<file path="config.mk">
export PLATFORM = sky130hd
export DESIGN_NAME = adder32
export DESIGN_NICKNAME = d
export VERILOG_FILES = /design/src/rtl/adder_pkg.sv /design/src/rtl/cla_group.sv /design/src/rtl/adder32.sv
export SDC_FILE = /design/constraint.sdc
export NUM_CORES = 1
export LEC_CHECK = 0
export BUFFER_PORTS_ARGS = -buffer_cell sky130_fd_sc_hd__buf_2
export CAP_MARGIN = 40
export CELL_PAD_IN_SITES_DETAIL_PLACEMENT = 0
export CELL_PAD_IN_SITES_GLOBAL_PLACEMENT = 1
export CORE_AREA = 2 2 88 98
export DETAILED_ROUTE_END_ITERATION = 6
export DIE_AREA = 0 0 90 100
export HOLD_SLACK_MARGIN = 0.1
export PLACE_DENSITY = 0.83
export SLEW_MARGIN = 5
export SYNTH_ARGS = -nofsm -noshare
export SYNTH_HDL_FRONTEND = slang
export SYNTH_HIERARCHICAL = 1
export SYNTH_SLANG_ARGS = --single-unit
export TNS_END_PERCENT = 1
</file>
<file path="constraint.sdc">
create_clock -name clk -period 3.4 [get_ports clk]
set_input_delay 0.34 -clock clk [delete_from_list [all_inputs] [get_ports clk]]
set_output_delay 0.34 -clock clk [all_outputs]
set_load 0.01 [all_outputs]
</file>
<file path="src/rtl/adder_pkg.sv">
// Shared constants and the lookahead carry helper
// used by the adder32 top and its cla_group slices.
package adder_pkg;

   localparam int ADDER_WIDTH = 32;
   localparam int CLA_GROUP   = 4;
   localparam int LA_MAX      = 64;

   // Carry into position n as a flat sum-of-products.
   // The result is never a ripple through positions 0..n-1.
   function automatic logic la_carry(
      input logic [LA_MAX-1:0] g,
      input logic [LA_MAX-1:0] p,
      input logic              c0,
      input int                n
   );
      logic c;
      logic t;
      c = c0;
      for (int k = 0; k < n; k++) begin
         c = c & p[k];
      end
      for (int i = 0; i < n; i++) begin
         t = g[i];
         for (int k = i + 1; k < n; k++) begin
            t = t & p[k];
         end
         c = c | t;
      end
      return c;
   endfunction

endpackage

</file>
<file path="src/rtl/cla_group.sv">
// One GROUP-bit carry-lookahead slice: local sum
// plus group generate/propagate for the upper level.
module cla_group
   import adder_pkg::*;
#(
   parameter int GROUP = CLA_GROUP
) (
   input  logic [GROUP-1:0] a,
   input  logic [GROUP-1:0] b,
   input  logic             cin,
   output logic [GROUP-1:0] sum,
   output logic             g,
   output logic             p
);

   logic [GROUP-1:0] gb;
   logic [GROUP-1:0] pb;
   logic [GROUP-1:0] c;

   assign gb = a & b;
   assign pb = a ^ b;

   always_comb begin
      c = '0;
      for (int j = 0; j < GROUP; j++) begin
         c[j] = la_carry(LA_MAX'(gb), LA_MAX'(pb), cin, j);
      end
   end

   assign sum = pb ^ c;
   assign g   = la_carry(LA_MAX'(gb), LA_MAX'(pb), 1'b0, GROUP);
   assign p   = &pb;

endmodule

</file>
<file path="src/rtl/adder32.sv">
// Two-level carry-lookahead adder with combinational
// result/flags and a one-cycle registered copy.
module adder32
   import adder_pkg::*;
#(
   parameter int WIDTH = ADDER_WIDTH,
   parameter int GROUP = CLA_GROUP
) (
   input  logic             clk,
   input  logic             rst,
   input  logic [WIDTH-1:0] a,
   input  logic [WIDTH-1:0] b,
   input  logic             cin,
   output logic [WIDTH-1:0] sum,
   output logic             cout,
   output logic             ovf,
   output logic [WIDTH-1:0] sum_q,
   output logic             cout_q,
   output logic             ovf_q
);

   localparam int NG = WIDTH / GROUP;

   logic [NG-1:0]    grp_g;
   logic [NG-1:0]    grp_p;
   logic [NG:0]      grp_c;
   logic             c_msb;
   logic [WIDTH-1:0] sum_d;
   logic             cout_d;
   logic             ovf_d;

   for (genvar i = 0; i < NG; i++) begin : g_grp
      cla_group #(
         .GROUP(GROUP)
      ) u_grp (
         .a   (a[i*GROUP +: GROUP]),
         .b   (b[i*GROUP +: GROUP]),
         .cin (grp_c[i]),
         .sum (sum[i*GROUP +: GROUP]),
         .g   (grp_g[i]),
         .p   (grp_p[i])
      );
   end

   always_comb begin
      grp_c = '0;
      for (int j = 0; j <= NG; j++) begin
         grp_c[j] = la_carry(LA_MAX'(grp_g), LA_MAX'(grp_p), cin, j);
      end
   end

   // Carry into the MSB falls out of that bit's sum.
   assign c_msb = a[WIDTH-1] ^ b[WIDTH-1] ^ sum[WIDTH-1];
   assign cout  = grp_c[NG];
   assign ovf   = c_msb ^ cout;

   always_comb begin
      sum_d  = sum;
      cout_d = cout;
      ovf_d  = ovf;
      if (rst) begin
         sum_d  = '0;
         cout_d = 1'b0;
         ovf_d  = 1'b0;
      end
   end

   always_ff @(posedge clk) begin
      sum_q  <= sum_d;
      cout_q <= cout_d;
      ovf_q  <= ovf_d;
   end

endmodule

</file>
* Word level (Yosys, flattened, before mapping)
Cells that the tools add are included.
** Word-level totals
- Memories :: 0
- Memory bits (writable) :: 0
- Input port bits :: 67
- Memory bits (read-only) :: 0
- Output and inout port bits :: 68
- Word-level logic and storage cells :: 254
- Latch bits :: 0
- Register bits :: 34
** Operators by class
- Reduce and logical (&&, ||, !) cells :: 8
- Bitwise operators :: 243
- Divide/modulo/power cells :: 0
- Magnitude comparators :: 0
- Multiply operators :: 0
- Equal/unequal tests :: 0
- Mux-type cells :: 0
- Add/sub/neg operators :: 0
- Shift-type cells :: 0
** Operators by type and width (number)
- 1-bit AND :: 108
- 1-bit bitwise OR :: 108
- 4-bit XOR :: 16
- 4-bit AND :: 8
- 4-bit AND reduction :: 8
- 1-bit XOR :: 3

* Depth between registers and ports, before layout
Gate-level depths: netlist of the first run.
- Depth after elaboration :: 29
- Mapped depth :: 15

* By module
Netlist of the first run, hierarchy kept.
** Modules (own cells, without submodules)
- cla_group :: cells an instance 23, area an instance 180.2 um2, times used 8
- adder32 :: cells an instance 94, area an instance 1073.5 um2, times used 1

* Worst setup path after synthesis of the first run
OpenSTA, ideal clock, no wires.
- Path kind :: input-to-output
- From :: input port a[1]
- To :: output port ovf
- Stages on the path :: 14
- Data required time :: 3.060 ns
- Buffers on the path :: 0
- Setup slack :: -0.030 ns
- Data arrival time :: 3.090 ns
- Cell sequence :: ha_1 a21oi_1 o21ai_0 a211oi_2 nor2_1 a41o_1 a21o_1 ha_1 o211ai_1 nand2_1 xor2_1 xor2_1 xnor2_1 xor2_1
** Between the ends
- Cells in the longest elaborated chain, start to end :: 29
** Ends and longest elaborated chain
- from (decl) :: RTL line adder32.sv:11 : input logic [WIDTH-1:0] a,
- 4-bit XOR :: RTL line cla_group.sv:21 : assign pb = a ^ b;
- 1-bit AND (3 in series) :: RTL line adder_pkg.sv:26 : t = t & p[k];
- 1-bit bitwise OR (*) (3 in series) :: RTL line adder_pkg.sv:28 : c = c | t;
- via grp_g[0] :: RTL line adder32.sv:24 : logic [NG-1:0] grp_g;
- 1-bit AND (*) (6 in series) :: RTL line adder_pkg.sv:26
- 1-bit bitwise OR (*) (7 in series) :: RTL line adder_pkg.sv:28
- via grp_c[7] :: RTL line adder32.sv:26 : logic [NG:0] grp_c;
- 1-bit AND (*) (3 in series) :: RTL line adder_pkg.sv:21 : c = c & p[k];
- 1-bit bitwise OR (*) (3 in series) :: RTL line adder_pkg.sv:28
- 4-bit XOR (*) :: RTL line cla_group.sv:30 : assign sum = pb ^ c;
- via sum[31] :: RTL line adder32.sv:14 : output logic [WIDTH-1:0] sum,
- 1-bit XOR (*) :: RTL line adder32.sv:53 : assign c_msb = a[WIDTH-1] ^ b[WIDTH-1] ^ sum[WIDTH-1];
- 1-bit XOR (*) :: RTL line adder32.sv:55 : assign ovf = c_msb ^ cout;
- to (decl) :: RTL line adder32.sv:16 : output logic ovf,
Mark *: on every way through the listed nets, which the timed path passes. The rest lies on a longest branch.

* Final worst setup path of the first run
- From :: input port b[1]
- To :: output port ovf
** Between the ends
- Cells in the longest elaborated chain, start to end :: 29
** Ends and longest elaborated chain
- from (decl) :: RTL line adder32.sv:12 : input logic [WIDTH-1:0] b,
- 4-bit XOR :: RTL line cla_group.sv:21
- 1-bit AND (3 in series) :: RTL line adder_pkg.sv:26
- 1-bit bitwise OR (*) (3 in series) :: RTL line adder_pkg.sv:28
- via grp_g[0] :: RTL line adder32.sv:24
- 1-bit AND (*) (6 in series) :: RTL line adder_pkg.sv:26
- 1-bit bitwise OR (*) (7 in series) :: RTL line adder_pkg.sv:28
- via grp_c[7] :: RTL line adder32.sv:26
- 1-bit AND (*) (3 in series) :: RTL line adder_pkg.sv:21
- 1-bit bitwise OR (*) (3 in series) :: RTL line adder_pkg.sv:28
- 4-bit XOR (*) :: RTL line cla_group.sv:30
- 1-bit XOR (*) :: RTL line adder32.sv:53
- 1-bit XOR (*) :: RTL line adder32.sv:55
Marked as above.

==> summary.md, run 1 <==
| Metric | Value |
|---|---|
| Status | finished clean |
| Peak supply drop | 0.259 mV |
| PD cells | 419 nW/µm² |
| Vias in the first global route | 2459 |
| CTS tree | done |
| Total Routing Usage GR | 14.1% |
| Synth Net Count | 393 |
| Remaining routing DRC violations | 0 |
| First-pass GRT wire length | 10.6 mm |
| Number of max-cap violations | 0 |
| GRT overflow | 0 |
| Slew Limit Fails | 0 |
| Post-synthesis sequential area ratio | 27.1% |
| First drt pass iteration count | 4 |
| Hold path start | b[15] |
| Die Wd | 90 µm |
| Crit path max-delay cell type | ha_4 |
| Setup CP Type | in2out |
| Critical path capture point | ovf |
| Post-synth top area cell | dfxtp_1 |
| Num ports | 135 |
| Layout area overhead | 59.6% |
| Port bufs | 134 |
| Inst Count DP | 543 |
| Placed inst area | 3490 µm² |
| Period utilization | 95.6% |
| Count of final hold-check violations | 0 |
| Worst-path clk slew | 0.08 ns |
| Min-delay worst type | in2reg |
| Worst stage delay on the critical path | 0.25 ns |
| Avg WL per Cell | 12.2 µm |
| Synth Area per Inst | 9.05 µm² |
| Post-DP HPWL | 5.46 mm |
| Yosys reg bits | 34 |
| Fin crit period | 3.25 ns |
| Crit path required time | 3.06 ns |
| Initial Util | 30.9% |
| CP Capture Type | output port |
| Initial antenna violation count | 0 |
| Root buf cell | clkbuf_8 |
| DP Worst Slack | -0.119 ns |
| Mapped Area | 2510 µm² |
| Vias | 2445 |
| Via/cell ratio | 4.41 |
| Die Y | 100 µm |
| RSZ-0062 raised after global routing | true |
| Post-synth top area share | 27.1% |
| Slew @ Worst Pin | 0.683 ns |
| Final Worst Setup Slack | 0.150 ns |
| Routability cong. | 0.814 |
| Critical path peak fanout | 3 |
| Core box area | 8150 µm² |
| Rel. slew slack | 54.5% |
| Non-Filler Instances | 555 |
| Row cnt | 35 |
| Routed Wire Length | 6.79 mm |
| Synth warn | 6 |
| Antenna Cells | 0 |
| Fmax | 308 MHz |
| Share of cells above drive strength 1 | 50.2% |
| CTS Sinks | 34 |
| Final Core Density | 49.3% |
| Clock Path Buffers | 2 |
| Pin count of the biggest net entering global routing | 36 |
| Worst Setup SP | b[1] |
| WP data arrival | 2.91 ns |
| Initial DRC count | 28 |
| Die footprint | 9000 µm² |
| Post-synthesis cell type count | 21 |
| Final nets | 558 |
| Leak | 1.99 nW |
| CP Launch Type | input port |
| DRT antenna net count | 0 |
| Largest cells by area after synthesis | dfxtp_1 27%, ha_1 20%, nor2b_1 8.2%, fa_1 6.4%, xnor2_1 5.9% |
| Cts bufs inserted | 5 |
| Post-layout instance area | 4010 µm² |
| Critical path, cell by cell | buf_2 > ha_4 > a21oi_4 > o21ai_2 > a211oi_4 > nor2_4 > a41o_1 > a21o_1 > ha_2 > o211ai_1 > nand2_1 > xor2_2 > xor2_1 > xnor2_1 > xor2_1 > buf_2 |
| Mapped Cells | 278 |
| H-tree levels | 2 |
| Final setup viols | 0 |
[worst min-delay path by stage]
stage	slack (ns)	depth (start not counted)	endpoint
4_1_cts	0.52	4	sum_q[15]
2_1_floorplan	0.41	1	sum_q[18]
5_1_grt	0.54	4	sum_q[15]
3_3_place_gp	0.73	1	sum_q[29]
3_5_place_dp	0.73	1	ovf_q
6_report	0.54	4	sum_q[15]
[cell usage after synthesis]
cell type and number:
ha_1 40, dfxtp_1 34, inv_1 33, nor2b_1 33
a21oi_1 26, nand2_1 19, xnor2_1 17, nor2_1 11
o21ai_0 10, xor2_1 10, and4_2 8, fa_1 8
o211ai_1 8, o21a_1 8, a21o_1 5, clkbuf_1 3
a211oi_2 1, a31oi_4 1, a41o_1 1, mux2_4 1
or2_2 1
[registers in the layout, summed over array words and instances (netlist names)]
| register | cells |
|---|---|
| cout_q | 1 |
| ovf_q | 1 |
| sum_q | 32 |
[what timing repair did]
action | in CTS | in global routing
setup endpoints to repair | 1 | 1
setup buffers | 2 | 2
hold buffers | 0 | 0
resized for setup | 14 | 47
pin swaps | 5 | 23
[logic make-up after synthesis]
family / after synthesis / share of synthesized area, %
mux: 1 / 0.597
xor+xnor: 27 / 9.40
fa+ha+maj: 48 / 26.3
simple gates: 72 / 16.1
compound gates: 60 / 15.2
flops: 34 / 27.1
buf+inv: 36 / 5.37
[critical path: cells and delay by family]
family	cells	cell delay, ns
XOR/XNOR	4	0.68
adder cells (fa/ha/maj)	2	0.42
AO/OA/AOI/OAI	6	1.03
buffers and inverters	2	0.25
AND/OR/NAND/NOR	2	0.18
[layout by cell type (no fill, tap or decap), types with 6 or more instances in the layout]
cell,Yosys,routed
buf_2,0,133
dfxtp_1,34,34
inv_1,33,33
nor2b_1,33,33
buf_4,0,27
ha_1,40,20
nand2_1,19,19
xnor2_1,17,17
ha_4,0,17
a21oi_1,26,12
a21oi_2,0,10
nor2_1,11,10
xor2_1,10,9
o21a_1,8,8
o211ai_1,8,8
fa_1,8,8
o21ai_2,0,6
[power by group]
group / switching (mW) / internal, mW
logic: 0.378 / 0.378
clock network: 0.165 / 0.294
registers: 0.0122 / 0.455
total: 0.555 / 1.13
[area by class of cell]
class	count	area, µm²
Tap cell	111	139
Clock buffer	5	68.8
Inverter	33	124
Multi-Input combinational cell	208	2050
Sequential cell	34	681
Clock inverter	3	68.8
Timing Repair Buffer	161	880
Fill cell	799	4130
[layer usage]
layer | track usage [%] | part of all wire, % | vias up
met5 | 0 | 0 | -
met4 | 4.50 | 1.2 | 0
met3 | 2.40 | 5.2 | 5
met2 | 27.0 | 54 | 73
met1 | 16.0 | 40 | 1116
li1 | - | - | 1251
[stage by stage]
stage / hold WS (ns) / TNS, ns / total power [mW]
final: 0.542 / 0 / 1.68
after global routing: 0.541 / -0.0263 / 1.80
after CTS: 0.519 / 0 / 1.64
after detailed placement: 0.734 / -0.208 / 1.15
after global placement: 0.735 / -0.144 / 1.14
after floorplan: 0.412 / 0 / 0.866
No activity file was read; power rests on OpenSTA's default activity.
==> inputs of run 2 (changes only) <==
--- a/config.mk
+++ b/config.mk
@@ -13,6 +13,7 @@
 export DETAILED_ROUTE_END_ITERATION = 6
 export DIE_AREA = 0 0 90 100
 export HOLD_SLACK_MARGIN = 0.1
+export MAX_ROUTING_LAYER = met4
 export PLACE_DENSITY = 0.83
 export SLEW_MARGIN = 5
 export SYNTH_ARGS = -nofsm -noshare
==> summary.md, run 2 (synthesized netlist as in run 1, its figures left out) <==
| Metric | Value |
|---|---|
| Die Y | 100 µm |
| GR Layer Usage met2 | 27.0% |
| Routability cong. | 0.826 |
| Global Route met3 Usage | 2.25% |
| Slew @ Worst Pin | 0.685 ns |
| WP data arrival | 2.91 ns |
| Post-DP HPWL | 5.46 mm |
| RSZ-0062 raised after global routing | true |
| H-tree levels | 2 |
| Share of cells above drive strength 1 | 50.2% |
| Status | finished clean |
| Setup TNS | 0 ns |
| CTS tree | done |
| Die Wd | 90 µm |
| Count of final hold-check violations | 0 |
| Fin crit period | 3.25 ns |
| Leak | 1.99 nW |
| Vias | 2443 |
| Pin count of the biggest net entering global routing | 36 |
| Antenna Cells | 0 |
| Final setup viols | 0 |
| Setup CP Type | in2out |
| Fmax | 308 MHz |
| Via/cell ratio | 4.40 |
| Most frequent cells in the layout | 133 x buf_2, 34 x dfxtp_1, 33 x inv_1, 33 x nor2b_1, 27 x buf_4 |
| Rel. slew slack | 54.3% |
| Crit path required time | 3.06 ns |
| Total Routing Usage GR | 14.6% |
| DP Worst Slack | -0.119 ns |
| Port bufs | 134 |
| GRT overflow | 0 |
| Min-delay worst type | in2reg |
| Grt met1 use | 16.2% |
| Remaining routing DRC violations | 0 |
| Number of max-cap violations | 0 |
| First-pass GRT wire length | 10.6 mm |
| DRT antenna net count | 0 |
| Slew Limit Fails | 0 |
| Layout area overhead | 59.6% |
| Initial Util | 30.9% |
| Worst-path clk slew | 0.08 ns |
| Cts bufs inserted | 5 |
| Critical path peak fanout | 3 |
| Hold_buf cts | 0 |
| Grt peak-use layer | met2 |
| Die footprint | 9000 µm² |
| Num ports | 135 |
| CTS Sinks | 34 |
| CP Capture Type | output port |
| Final Worst Setup Slack | 0.149 ns |
| Vias in the first global route | 2457 |
| Top Registers | sum_q x32, cout_q x1, ovf_q x1 |
| Period utilization | 95.6% |
| Routed Wire Length | 6.80 mm |
| Core box area | 8150 µm² |
| Row cnt | 35 |
| PD cells | 419 nW/µm² |
| CP Launch Type | input port |
| Clock Path Buffers | 2 |
| Initial DRC count | 28 |
| Fillers | 799 |
| Avg WL per Cell | 12.2 µm |
| Final Core Density | 49.3% |
| Peak supply drop | 0.259 mV |
| Initial antenna violation count | 0 |
| Most flops, register | sum_q |
| Most common cell after layout, fill and taps aside | buf_2 |
| First drt pass iteration count | 4 |
| Largest register FFs | 32 |
| Final nets | 558 |
| Root buf cell | clkbuf_8 |
## run 2: final cells by class
type                    count  area [µm²]  area share, %
well taps                 111         139           3.46
inverters                  33         124           3.09
clock inverters             3        68.8           1.71
flip-flops and latches     34         681           17.0
repair buffers            161         880           21.9
multi-input cells         208        2050           51.2
clock buffers               5        68.8           1.71
## run 2: routing by layer
metal / part of all wire [%] / vias up
met5: 0 / -
met4: 1.2 / 0
met3: 4.9 / 5
met2: 54 / 73
met1: 40 / 1114
li1: - / 1251
## run 2: worst paths after layout
kind / to / startpoint / cells after the start
worst max-delay path: ovf / b[1] / 16
worst min-delay path: sum_q[15] / b[15] / 4
## run 2: worst max-delay path, cell delays in order
cell      delay, ns
buf_2          0.11
ha_4           0.25
a21oi_4        0.13
o21ai_2        0.09
a211oi_4       0.25
nor2_4         0.07
a41o_1         0.21
a21o_1         0.20
ha_2           0.17
o211ai_1       0.15
nand2_1        0.11
xor2_2         0.16
xor2_1         0.17
xnor2_1        0.20
xor2_1         0.15
buf_2          0.14
## run 2: timing repair
item	4_1_cts	5_1_grt
setup endpoints to repair	1	1
pin swaps	5	23
setup buffers	2	2
cloned	0	0
resized for setup	14	47
## run 2: per-stage QoR
step	std cells	power [mW]	hold WS (ns)	cell area [µm²]
floorplan	278	0.866	0.412	2520
global placement	543	1.14	0.735	3490
detailed placement	543	1.15	0.734	3490
CTS	553	1.64	0.519	3720
global route	555	1.80	0.541	4010
finish	555	1.68	0.543	4010
## run 2: power breakdown
part / total, mW / internal, mW / leakage, nW / switching [mW]
sequential: 0.467 / 0.455 / 0.283 / 0.0122
clock: 0.459 / 0.294 / 0.0683 / 0.165
combinational: 0.756 / 0.378 / 1.64 / 0.378
total: 1.68 / 1.13 / 1.99 / 0.555
